--- config.mk ---
export PLATFORM = sky130hd
export DESIGN_NAME = mips32_prog_loader
export DESIGN_NICKNAME = d
export VERILOG_FILES = /design/src/rtl/mips32_prog_loader.sv
export SDC_FILE = /design/constraint.sdc
export NUM_CORES = 1
export LEC_CHECK = 0
export ABC_AREA = 1
export ABC_CLOCK_PERIOD_IN_PS = 3800
export CAP_MARGIN = 20
export CORE_MARGIN = 5
export CORE_UTILIZATION = 48
export DETAILED_ROUTE_END_ITERATION = 7
export HOLD_SLACK_MARGIN = 0.05
export PLACE_DENSITY = 0.75
export SYNTH_ARGS = -nofsm -noshare
export SYNTH_HDL_FRONTEND = slang
export SYNTH_SLANG_ARGS = --single-unit
export TNS_END_PERCENT = 100
--- constraint.sdc ---
create_clock -name clk1 -period 3.8 [get_ports clk1]
set_input_delay 0.76 -clock clk1 [delete_from_list [all_inputs] [get_ports clk1]]
set_output_delay 0.76 -clock clk1 [all_outputs]
set_load 0.005 [all_outputs]
--- src/rtl/mips32_prog_loader.sv ---
// rtl/mips32_prog_loader.sv - streams a program image into the MIPS32 core memory and holds the core until it is complete
// Writes are registered one cycle behind the accept; FLUSH drains the final write before DONE releases the core.

module mips32_prog_loader #(
    parameter int ADDR_W      = 10,
    parameter int DATA_W      = 32,
    parameter int STOP_ON_HLT = 1
) (
    input  logic              clk1,
    input  logic              rst_n,
    input  logic              start,
    input  logic [ADDR_W-1:0] base_addr,
    input  logic [ADDR_W:0]   word_count,
    input  logic              in_valid,
    input  logic [DATA_W-1:0] in_data,
    output logic              in_ready,
    output logic              mem_we,
    output logic [ADDR_W-1:0] mem_addr,
    output logic [DATA_W-1:0] mem_wdata,
    output logic              cpu_hold,
    output logic              busy,
    output logic              done,
    output logic              err,
    output logic [31:0]       checksum,
    output logic [ADDR_W:0]   words_done
);

    typedef enum logic [2:0] {
        S_IDLE  = 3'd0,
        S_LOAD  = 3'd1,
        S_FLUSH = 3'd2,
        S_DONE  = 3'd3,
        S_ERR   = 3'd4
    } state_t;

    localparam int CW = ADDR_W + 1;
    localparam logic [ADDR_W+1:0] MEM_WORDS = {2'b01, {ADDR_W{1'b0}}};

    state_t              state_q, state_d;
    logic [ADDR_W-1:0]   base_q, base_d;
    logic [ADDR_W:0]     count_q, count_d;
    logic [ADDR_W:0]     words_done_q, words_done_d;
    logic [31:0]         checksum_q, checksum_d;
    logic                mem_we_q, mem_we_d;
    logic [ADDR_W-1:0]   mem_addr_q, mem_addr_d;
    logic [DATA_W-1:0]   mem_wdata_q, mem_wdata_d;

    logic                idle_like;
    logic                accept;
    logic                is_hlt;
    logic                is_last;
    logic [ADDR_W+1:0]   end_addr;

    assign idle_like = (state_q == S_IDLE) || (state_q == S_DONE) || (state_q == S_ERR);
    assign accept    = in_valid && (state_q == S_LOAD);
    assign is_hlt    = (STOP_ON_HLT != 0) && (in_data[DATA_W-1 -: 6] == 6'b111111);
    assign is_last   = ((words_done_q + CW'(1)) == count_q) || is_hlt;
    // One bit of headroom so that an image ending exactly at the top of memory is legal
    assign end_addr  = {2'b00, base_addr} + {1'b0, word_count};

    always_comb begin
        state_d      = state_q;
        base_d       = base_q;
        count_d      = count_q;
        words_done_d = words_done_q;
        checksum_d   = checksum_q;
        mem_we_d     = 1'b0;
        mem_addr_d   = mem_addr_q;
        mem_wdata_d  = mem_wdata_q;

        case (state_q)
            S_LOAD: begin
                if (accept) begin
                    mem_we_d     = 1'b1;
                    mem_addr_d   = base_q + words_done_q[ADDR_W-1:0];
                    mem_wdata_d  = in_data;
                    checksum_d   = checksum_q + 32'(in_data);
                    words_done_d = words_done_q + CW'(1);
                    if (is_last) begin
                        state_d = S_FLUSH;
                    end
                end
            end
            S_FLUSH: begin
                state_d = S_DONE;
            end
            default: begin
                if (idle_like && start) begin
                    base_d       = base_addr;
                    count_d      = word_count;
                    words_done_d = '0;
                    checksum_d   = '0;
                    if (end_addr > MEM_WORDS) begin
                        state_d = S_ERR;
                    end else if (word_count == '0) begin
                        state_d = S_DONE;
                    end else begin
                        state_d = S_LOAD;
                    end
                end
            end
        endcase
    end

    always_ff @(posedge clk1 or negedge rst_n) begin
        if (!rst_n) begin
            state_q      <= S_IDLE;
            base_q       <= '0;
            count_q      <= '0;
            words_done_q <= '0;
            checksum_q   <= '0;
            mem_we_q     <= 1'b0;
            mem_addr_q   <= '0;
            mem_wdata_q  <= '0;
        end else begin
            state_q      <= state_d;
            base_q       <= base_d;
            count_q      <= count_d;
            words_done_q <= words_done_d;
            checksum_q   <= checksum_d;
            mem_we_q     <= mem_we_d;
            mem_addr_q   <= mem_addr_d;
            mem_wdata_q  <= mem_wdata_d;
        end
    end

    assign in_ready   = (state_q == S_LOAD);
    assign busy       = (state_q == S_LOAD) || (state_q == S_FLUSH);
    assign done       = (state_q == S_DONE);
    assign err        = (state_q == S_ERR);
    assign cpu_hold   = (state_q != S_DONE);
    assign mem_we     = mem_we_q;
    assign mem_addr   = mem_addr_q;
    assign mem_wdata  = mem_wdata_q;
    assign checksum   = checksum_q;
    assign words_done = words_done_q;

endmodule

-- Word-level counts from Yosys, hierarchy flattened
Cells that the tools add are included.
- bits of input ports: 57
- register bits after elaboration: 110
- bitwise logic cells: 2
- reductions and logical operators: 15
- magnitude comparators: 1
- equality and inequality tests: 9
- mux-type cells: 14
- add/subtract/negate cells: 4
- operators by type and width (cell ; count):
    32-bit two-way mux ; 2
    32-bit case mux with 2 select lines ; 1
    32-bit adder ; 1
    11-bit two-way mux ; 2
    11-bit case mux with 2 select lines ; 1
    10-bit by 11-bit adder with 12-bit output ; 1
    12-bit by 11-bit greater-than comparator with 1-bit output, second input constant ; 1
    3-bit two-way mux ; 4
    11-bit by 1-bit adder with 11-bit output, second input constant ; 1
    11-bit equality test ; 1
    11-bit zero test ; 1
    10-bit adder ; 1
    3-bit by 2-bit equality test with 1-bit output, second input constant ; 2
    6-bit equality test, second input constant ; 1
    3-bit case mux with 2 select lines ; 1
    3-bit AND reduction ; 2
    1-bit logical OR ; 4
    2-bit by 1-bit != test with 1-bit output, second input constant ; 2
    2-bit AND reduction ; 2
    3-bit by 1-bit equality test with 1-bit output, second input constant ; 1
    3-bit equality test, second input constant ; 1
    3-bit zero test ; 1
    3-bit by 2-bit != test with 1-bit output, second input constant ; 1
    3-bit nonzero test ; 1
    other kinds (6) ; 9

-- Depth between registers and ports, before layout
Gate-level depths: netlist of run 1.
- word-level depth: 6
- depth in mapped cells: 17
- depth with buffers taken out: 17

-- Worst setup path before layout of run 1
Ideal clock, no wire load.
- kind: input port to flip-flop
- start point: input port base_addr[0]
- end point: register state_q[0]
- data arrival time: 2318 ps
- stages: 14
- setup time: 116 ps
- path slack: 1366 ps
- path through: ha_1 > inv_1 > fa_1 > o21ai_0 > nand3_1 > nand2_1 > nand2_1 > nand2_1 > xor2_1 > nand2_1 > nand3_1 > nand2_1 > nand2_1 > nand2_1
- word-level cells in the longest chain between the ends: 5
- ends and longest elaborated chain (what ; line ; source):
    from (decl) ; 12 ; input logic [ADDR_W-1:0] base_addr,
    10-bit by 11-bit adder with 12-bit output ; 59 ; assign end_addr = {2'b00, base_addr} + {1'b0, word_count};
    12-bit by 11-bit greater-than comparator with 1-bit output ; 93 ; if (end_addr > MEM_WORDS) begin
    3-bit two-way mux ; 93 ;
    3-bit two-way mux ; 88 ; if (idle_like && start) begin
    3-bit case mux with 2 select lines ; 71 ; case (state_q)
    to (signal assigned) ; 116 ; state_q <= state_d;
    to (decl) ; 39 ; state_t state_q, state_d;
Every way passes these cells. The select of a mux whose other input is x is not followed.
A chain may end at the register's enable or synchronous reset.

-- Worst setup path in the final report of run 1
- start point: input port word_count[0]
- end point: register state_q[1]
- word-level cells in the longest chain between the ends: 5
- elaborated cells on any way between the ends: 7
- ends and longest elaborated chain (what ; line ; source):
    from (decl) ; 13 ; input logic [ADDR_W:0] word_count,
    10-bit by 11-bit adder with 12-bit output or 11-bit zero test (tied branches) ; 59, 95 ;
    12-bit by 11-bit greater-than comparator with 1-bit output or 2-bit two-way mux (tied branches) ; 93, 95 ;
    3-bit two-way mux (*) ; 93 ;
    3-bit two-way mux (*) ; 88 ;
    3-bit case mux with 2 select lines (*) ; 71 ;
Every way passes the cells marked *; elsewhere a longest branch is shown, timed or not. The select of a mux whose other input is x is not followed.

==> results.txt, run 1 <==
The number of nets still failing antenna checks after routing is 0. Cell internal power was estimated by the tool at 3528 uW. The number of synthesis warnings came out at 0. The class of the most critical setup path is primary input to flip-flop. IR analysis of the VDD net gives a maximum drop of 453.9 uV. The net load switching power came out at 2219 uW. The via count is 7324. The number of buffers and inverters on the critical path is 3.

The simple-gate area share of the yosys netlist came out at 0.3219. For the final routed database, the setup TNS stands at 0 ns. After technology mapping, the gate count stands at 1052. The required time at the worst-slack endpoint is 4.06 ns. The top cell types in the final layout, fill and taps aside, are nand2_1 (405), clkdlybuf4s50_1 (146), dfrtp_1 (110). The post-synthesis xor/xnor area fraction is 0.02015. The met1 global-route usage is 0.3078. The count of cell types in the netlist is 40. The total power after layout is 5748 uW. The final setup skew is 0.009581 ns. The total cell area at the placement stage is 0.009027 mm^2.

The sequential group share of total power is 0.325. The run finished with clean final reports. The initial utilization of the core area, before any placement, comes to 0.4878. The final count of pins violating max slew came out at 0. The overall global routing resource usage is 0.2349. The die covers 0.01797 mm^2.

The die is 134.1 um tall. The area of the core came out at 0.01515 mm^2. The worst setup path is launched from a primary input.

The count of port buffers added during placement came out at 147. The fraction of layout instances using a drive strength above 1 came out at 0.03422. The signal on the critical path passes through clkdlybuf4s50_1, ha_1, inv_1, fa_1, o21ai_0, nand3_1, nand2_1, nand2_1, nand2_1, xor2_1, nand2_1, nand3_1, nand2_1, nand2_1, inv_1.

Counting flops and latches in the post-synthesis netlist gives 110. Of the total power, the share spent switching nets is 0.3861. For this run, the detailed router's first-pass iteration total came to 5.

The critical path's largest stage delay is 0.52 ns. The tool flagged a number of max-cap violations equal to 0. Once layout is done, the placed cells without fillers occupy 0.009397 mm^2. The analysis attributes to cell leakage a power of 0.004647 uW. The transition at the pin with the smallest max-transition slack is 0.7563 ns. The global-route track usage on met2 is 0.3953.

The via count of the first global-routing pass came to 7139. met2 is the most crowded layer. The initial antenna violation count was 0. The number of primary I/O pins came out at 148.

The count of antenna diodes in the layout is 0. The headroom to the max-slew limit came out at 0.4952. The die extent in x came out at 134.1 um.

By instance count, the cell type seen most on the critical path is nand2_1. For this run the aggregate overflow at the end of global routing stands at 0. The met3 capacity usage during global routing came out at 0.04876. The leading register cell type out of synthesis is dfrtp_1. The worst setup path is captured at a flip-flop. The count of unresolved DRC violations after routing is 0. The class of the worst hold path is primary input to async pin. The number of buffers created by CTS is 9.

The number of sinks handled by clock tree synthesis came out at 110. Data on the critical path arrives at its endpoint at 3.15 ns. The power density over the cells came out at 611.7 mW/mm^2. The share of total power dissipated in the clock network is 0.204. The quantity of gates resized following cts came out at 0.

After the flow finishes, the layout carries non-filler instances totaling 1386. The detailed-route vias per instance is 5.284. Row generation in the floorplan step produced 45 rows.

By area, the combinational part of the netlist is dominated by simple AND/OR/NAND/NOR gates. Static timing analysis puts the maximum clock frequency at 0.3464 GHz. The count of routing violations after the opening detailed-route iteration is 539. For this run, asynchronously set or reset flops after synthesis account for 1.000. The clock latency at the later pin of the worst-skew pair is 0.36 ns. The most common library cell in the layout ignoring fill and taps is nand2_1. The total number of nets in the final design is 1304.

The fraction of the mapped netlist area in compound gates was 0.1246. The wire length per cell came out at 14.88 um. The clock-pin slew on the worst setup and hold paths is 0.07 ns.

After clock tree synthesis, the flow added hold-fix buffers numbering 0. The synthesized-area fraction occupied by adder cells came out at 0.09450. The count of H-tree levels built during CTS came out at 3. In the finished design, the share of the clock period the worst path needs comes to 0.7596. The share of synthesized area occupied by flip-flops and latches is 0.3726. Grouping stages by cell kind, the critical path spends the most delay in simple AND/OR/NAND/NOR gates. The total length of routed wires is 20630 um. From synthesis to final layout, the design area changed by 27.18%. The synthesized netlist occupies a cell area of 0.007388 mm^2.

The pin count of the biggest net entering global routing came out at 57. For this design, the slowest cell found on the critical path is clkdlybuf4s50_1. Setup repair after global routing left no endpoint under its margin.

The total setup buffers inserted after CTS is 0. The maximum count of clock buffers along a single path came out at 2. The synthesized area per cell came out at 7.023 um^2.

The CTS tree is built. The clock root buffer is clkbuf_16. The final-report hold violation count came out at 0. The largest fanout of any net on the critical path is 4. The instance count after placement with tap cells included is 1370.

The filler cell count in the final layout is 1398. The number of endpoints failing setup at the final stage came out at 0. Yosys mapped a number of flops with a built-in enable equal to 0.

The net count after synthesis came out at 1163. The congestion estimate from routability-driven global placement came to 0.9227. The share of synthesized area spent on multiplexers came out at 0. On the final layout, the worst hold slack is 0.4424 ns. The minimum clock period after layout came out at 2.887 ns. The first-pass GRT wire length is 34450 um. The HPWL after detailed placement is 15800 um. The share of power burned in combinational logic came out at 0.471.
area by class of cell:
cell class,count,area [um^2],share of cell area
Multi-Input combinational cell,819,4149,0.4415
Inverter,103,386.6,0.04115
Clock inverter,7,143.9,0.01531
Timing Repair Buffer,150,1504,0.1601
Sequential cell,110,2753,0.2929
Clock buffer,9,225.2,0.02397
Tap cell,188,235.2,0.02503
power groups by stage:
stage	Clock [uW]	Combinational [uW]	Sequential, uW
2_1_floorplan	0	1590	1870
3_3_place_gp	0	2670	1870
3_5_place_dp	0	2710	1890
4_1_cts	1180	2730	1870
5_1_grt	1230	3060	1930
6_report	1170	2710	1870
state kept, by name (all words and copies together), names as in the netlist:
register,count
checksum,32
mem_wdata,32
count_q,11
words_done,11
base_q,10
mem_addr,10
state_q,3
mem_we,1
logic make-up after synthesis:
group	after synthesis
AND/OR/NAND/NOR	586
XOR/XNOR	17
buffers and inverters	123
adder cells (fa/ha/maj)	54
flip-flops	110
AO/OA/AOI/OAI	162
metal layers:
| metal | vias up | part of all wire |
|---|---|---|
| met5 | - | 0 |
| met4 | 0 | 0.021 |
| met1 | 3362 | 0.45 |
| li1 | 3708 | - |
| met3 | 30 | 0.057 |
| met2 | 224 | 0.47 |
per-stage QoR:
step                      setup WS (ns)    util
after floorplan                   1.366       -
after CTS                        0.9301  0.6204
after detailed placement         0.5619  0.5960
final                            0.9134  0.6204
after global routing             0.6989  0.6204
after global placement           0.5854  0.5960
worst register-to-register path, stage by stage, from the launching register on:
cell	delay [ns]
dfrtp_1	0.42
ha_1	0.34
o21ai_0	0.35
inv_1	0.09
nand2_1	0.07
o211ai_1	0.16
nand3_1	0.12
nand2_1	0.15
or2_2	0.31
nand3_1	0.07
nand2_1	0.06
cell usage after synthesis (4+ instances only):
master / number / share of area
a21oi_1: 60 / 0.041
buf_2: 4 / 0.0027
clkbuf_1: 13 / 0.0066
dfrtp_1: 110 / 0.37
ha_1: 51 / 0.086
inv_1: 98 / 0.050
inv_2: 4 / 0.0020
nand2_1: 406 / 0.21
nand3_1: 67 / 0.045
nand4_1: 10 / 0.0085
nor2_1: 77 / 0.039
nor3_1: 8 / 0.0054
nor4_1: 5 / 0.0042
o211ai_1: 5 / 0.0051
o21ai_0: 66 / 0.045
o22ai_1: 8 / 0.0068
or2_2: 4 / 0.0034
xnor2_1: 6 / 0.0071
xor2_1: 11 / 0.013
worst paths after layout:
| kind | from | endpoint | slack (ns) | cells past startpoint |
|---|---|---|---|---|
| min | rst_n | mem_wdata[5] | 0.44 | 1 |
| max | word_count[0] | state_q[1] | 0.91 | 15 |
| min reg2reg | mem_wdata[19] | mem_wdata[19] | 0.48 | 2 |
| min in group clk1 | mem_wdata[19] | mem_wdata[19] | 0.48 | 2 |
| max in group asynchronous | rst_n | state_q[2] | 2.59 | 2 |
| max reg2reg | checksum[2] | checksum[15] | 1.54 | 10 |
(Power assumes the default switching activity.)
==> run 2: changes to the inputs <==
Settings changed: ABC_CLOCK_PERIOD_IN_PS 3800 to 2800.
Clock period 3.8 ns to 2.8 ns, I/O delays scaled along.
==> run 2 against run 1 <==
Effect of this change: clock skew is essentially flat; non-clock buffer count increased by 24; cell area is 1.6% higher; worst setup slack worse by 0.74 ns; sequential power is 35% higher; largest power group unchanged.
==> results.txt, run 2 (synthesis results as in run 1) <==
The run finished with clean final reports. The switching power share of the total is 0.3865 (+0.0003973). The total setup buffers inserted after CTS came out at 0 (unchanged). The count of routing violations after the opening detailed-route iteration came out at 458 (-15%).

The required time at the worst-slack endpoint is 3.05 ns (-1.01 ns). The final setup skew came to 0.009352 ns (-0.0002285 ns). The largest fanout of any net on the critical path is 3 (-1). The setup slack at placement came out at -0.1713 ns (-0.7332 ns). The clock-pin slew on the worst setup and hold paths is 0.07 ns (about the same).

The part of the total power dissipated in the clock network is 0.178 (-0.026). The count of H-tree levels built during CTS is 3 (unchanged). The headroom to the max-slew limit is 0.4805 (-0.01476). The count of antenna diodes in the layout is 0 (unchanged). The number of nets still failing antenna checks after routing came to 0 (unchanged). The worst supply voltage drop on vdd was 572.3 uV (+26%). The quantity of gates resized following cts is 0 (unchanged). The clock latency at the later pin of the worst-skew pair is 0.35 ns (about the same). The share of power burned in combinational logic came out at 0.495 (+0.024). After global routing, the most crowded layer is met2. STA classifies the critical path startpoint as a primary input. The final-report hold violation count is 0 (unchanged). The pin count of the biggest net entering global routing is 73 (+28%).

The number of sinks handled by clock tree synthesis is 110 (unchanged). The leakage power was 0.004752 uW (+2.3%). The count of port buffers added during placement came out at 147 (unchanged). The core utilization of the finished layout is 0.6302 (+0.009748). The synthesis-to-layout area growth is 29.18%.

The total cell area at the placement stage is 0.009233 mm^2 (+2.3%). The arrival time at the worst endpoint was 2.88 ns (-0.27 ns). The most common library cell in the layout ignoring fill and taps is nand2_1. The total number of nets in the final design is 1328 (+1.8%). The via count of the first global-routing pass came out at 7083 (-0.78%). The count of unresolved DRC violations after routing came out at 0 (unchanged).

The final-layout worst hold slack came out at 0.2699 ns (-0.1725 ns). The minimum clock period after layout is 2.631 ns. The met3 capacity usage during global routing came out at 0.03863 (-0.01013).

The root buffer cell chosen for the clock tree is clkbuf_16. The starting density of the core came to 0.4878 (unchanged). The initial antenna violation count was 0 (unchanged). The maximum count of clock buffers along a single path is 2 (unchanged). The global-route congestion overflow total came out at 0 (unchanged). The total of hold buffers inserted after clock tree synthesis is 0 (unchanged). The routability congestion estimate came out at 0.9533 (+3.3%). The number of core rows is 45 (unchanged). The number of primary I/O pins is 148 (unchanged). The register cell area after layout came out at 0.002753 mm^2 (unchanged). The final worst slack came out at 0.1687 ns (-0.7447 ns). In the layout the commonest cells are nand2_1 (405), clkdlybuf4s50_1 (146), dfrtp_1 (110). The number of buffers created by CTS is 9 (unchanged). The total power after layout is 7733 uW (+35%). The total length of routed wires came out at 20330 um (-1.5%). The overall die area is 0.01797 mm^2 (unchanged). The filler cell count in the final layout was 1383 (-1.1%). The cell area after layout is 0.009544 mm^2 (+1.6%). The via count came out at 7369 (+0.61%).

The sequential group share of total power is 0.327 (+0.002). The area of the core came to 0.01515 mm^2 (unchanged). The met1 global-route usage came out at 0.3094 (+0.001584).

The transition at the pin with the smallest max-transition slack was 0.7793 ns (+0.02298 ns). The number of max-capacitance violations reported was 0 (unchanged). The vertical die dimension is 134.1 um (unchanged). The fraction of layout instances using a drive strength above 1 is 0.05082 (+0.01660). The total area of multi-input combinational cells is 0.004149 mm^2 (unchanged). The first-pass iteration count of the detailed router is 7 (+2). The highest achievable clock rate is 0.3800 GHz.

Setup repair after global routing left no endpoint under its margin. The total half-perimeter wirelength after legalization and detailed placement is 15720 um (-0.54%). The portion of the clock cycle consumed by the worst path in the final layout is 0.9398.

The wire length per cell came out at 14.44 um (-3.0%). The power density over the cells came out at 810.3 mW/mm^2 (+32%). The element type at the critical path end is a flip-flop. The die extent in x came out at 134.1 um (unchanged).

The critical path is of the primary input to flip-flop type. The overall global routing resource usage came to 0.2300 (-0.004910). The net load switching power came out at 2989 uW (+35%). The first-pass GRT wire length came out at 33750 um (-2.0%). The number of endpoints failing setup at the final stage came out at 0 (unchanged). The CTS tree is built. The path class of the tightest hold or removal check is primary input to async pin. The final count of pins violating max slew came out at 0 (unchanged). The detailed-route vias per instance came out at 5.234 (-0.96%). The global-route track usage on met2 came out at 0.3776 (-0.01769). The internal power contribution came to 4744 uW (+34%).
-- run 2: cell count changes in the layout (fill, tap and decap cells not counted) --
cell,change
buf_12,+2
buf_4,+22
bufinv_16,-2
clkbuf_1,+1
clkbuf_8,+1
clkinvlp_4,-2
-- run 2: metrics by stage --
step                TNS [ns]  instances
floorplan                  0       1052
global placement     -0.2853       1394
finish                     0       1408
global route               0       1408
detailed placement   -0.4657       1394
CTS                        0       1408
-- run 2: layout make-up --
class	instances	share of cell area
Clock inverter	3	0.007210
Multi-Input combinational cell	819	0.4347
Timing Repair Buffer	174	0.1791
Clock buffer	11	0.02543
Sequential cell	110	0.2884
Tap cell	188	0.02465
Inverter	103	0.04051
-- run 2: power by group through the flow --
stage	logic, uW	registers, uW	clock network [uW]
floorplan	2160	2530	0
global placement	3770	2540	0
detailed placement	3840	2550	0
CTS	3860	2530	1400
global route	4270	2620	1460
finish	3830	2530	1370
-- run 2: path summary, 6_finish.rpt --
kind / startpoint / to / slack [ns] / depth (start not counted)
max in group asynchronous: rst_n / checksum[15] / 1.83 / 2
min in group clk1: mem_wdata[20] / mem_wdata[20] / 0.48 / 2
min reg2reg: mem_wdata[20] / mem_wdata[20] / 0.48 / 2
max reg2reg: words_done[0] / state_q[2] / 0.53 / 12
max: base_addr[0] / state_q[0] / 0.17 / 15
min: rst_n / checksum[0] / 0.27 / 1
-- run 2: per-layer routing --
metal / up-vias / wire length (um)
met4: 0 / 478
li1: 3770 / -
met5: - / 0
met1: 3375 / 9360
met3: 34 / 1092
met2: 190 / 9395
-- run 2: worst max-delay path, cell delays in order --
cell             delay, ns
clkdlybuf4s50_1       0.49
ha_1                  0.18
inv_1                 0.06
fa_1                  0.40
o21ai_0               0.28
nand3_1               0.18
nand2_1               0.12
nand2_1               0.05
nand2_1               0.06
xor2_1                0.19
nand2_1               0.09
nand3_1               0.08
nand2_1               0.05
nand2_1               0.05
nand2_1               0.04
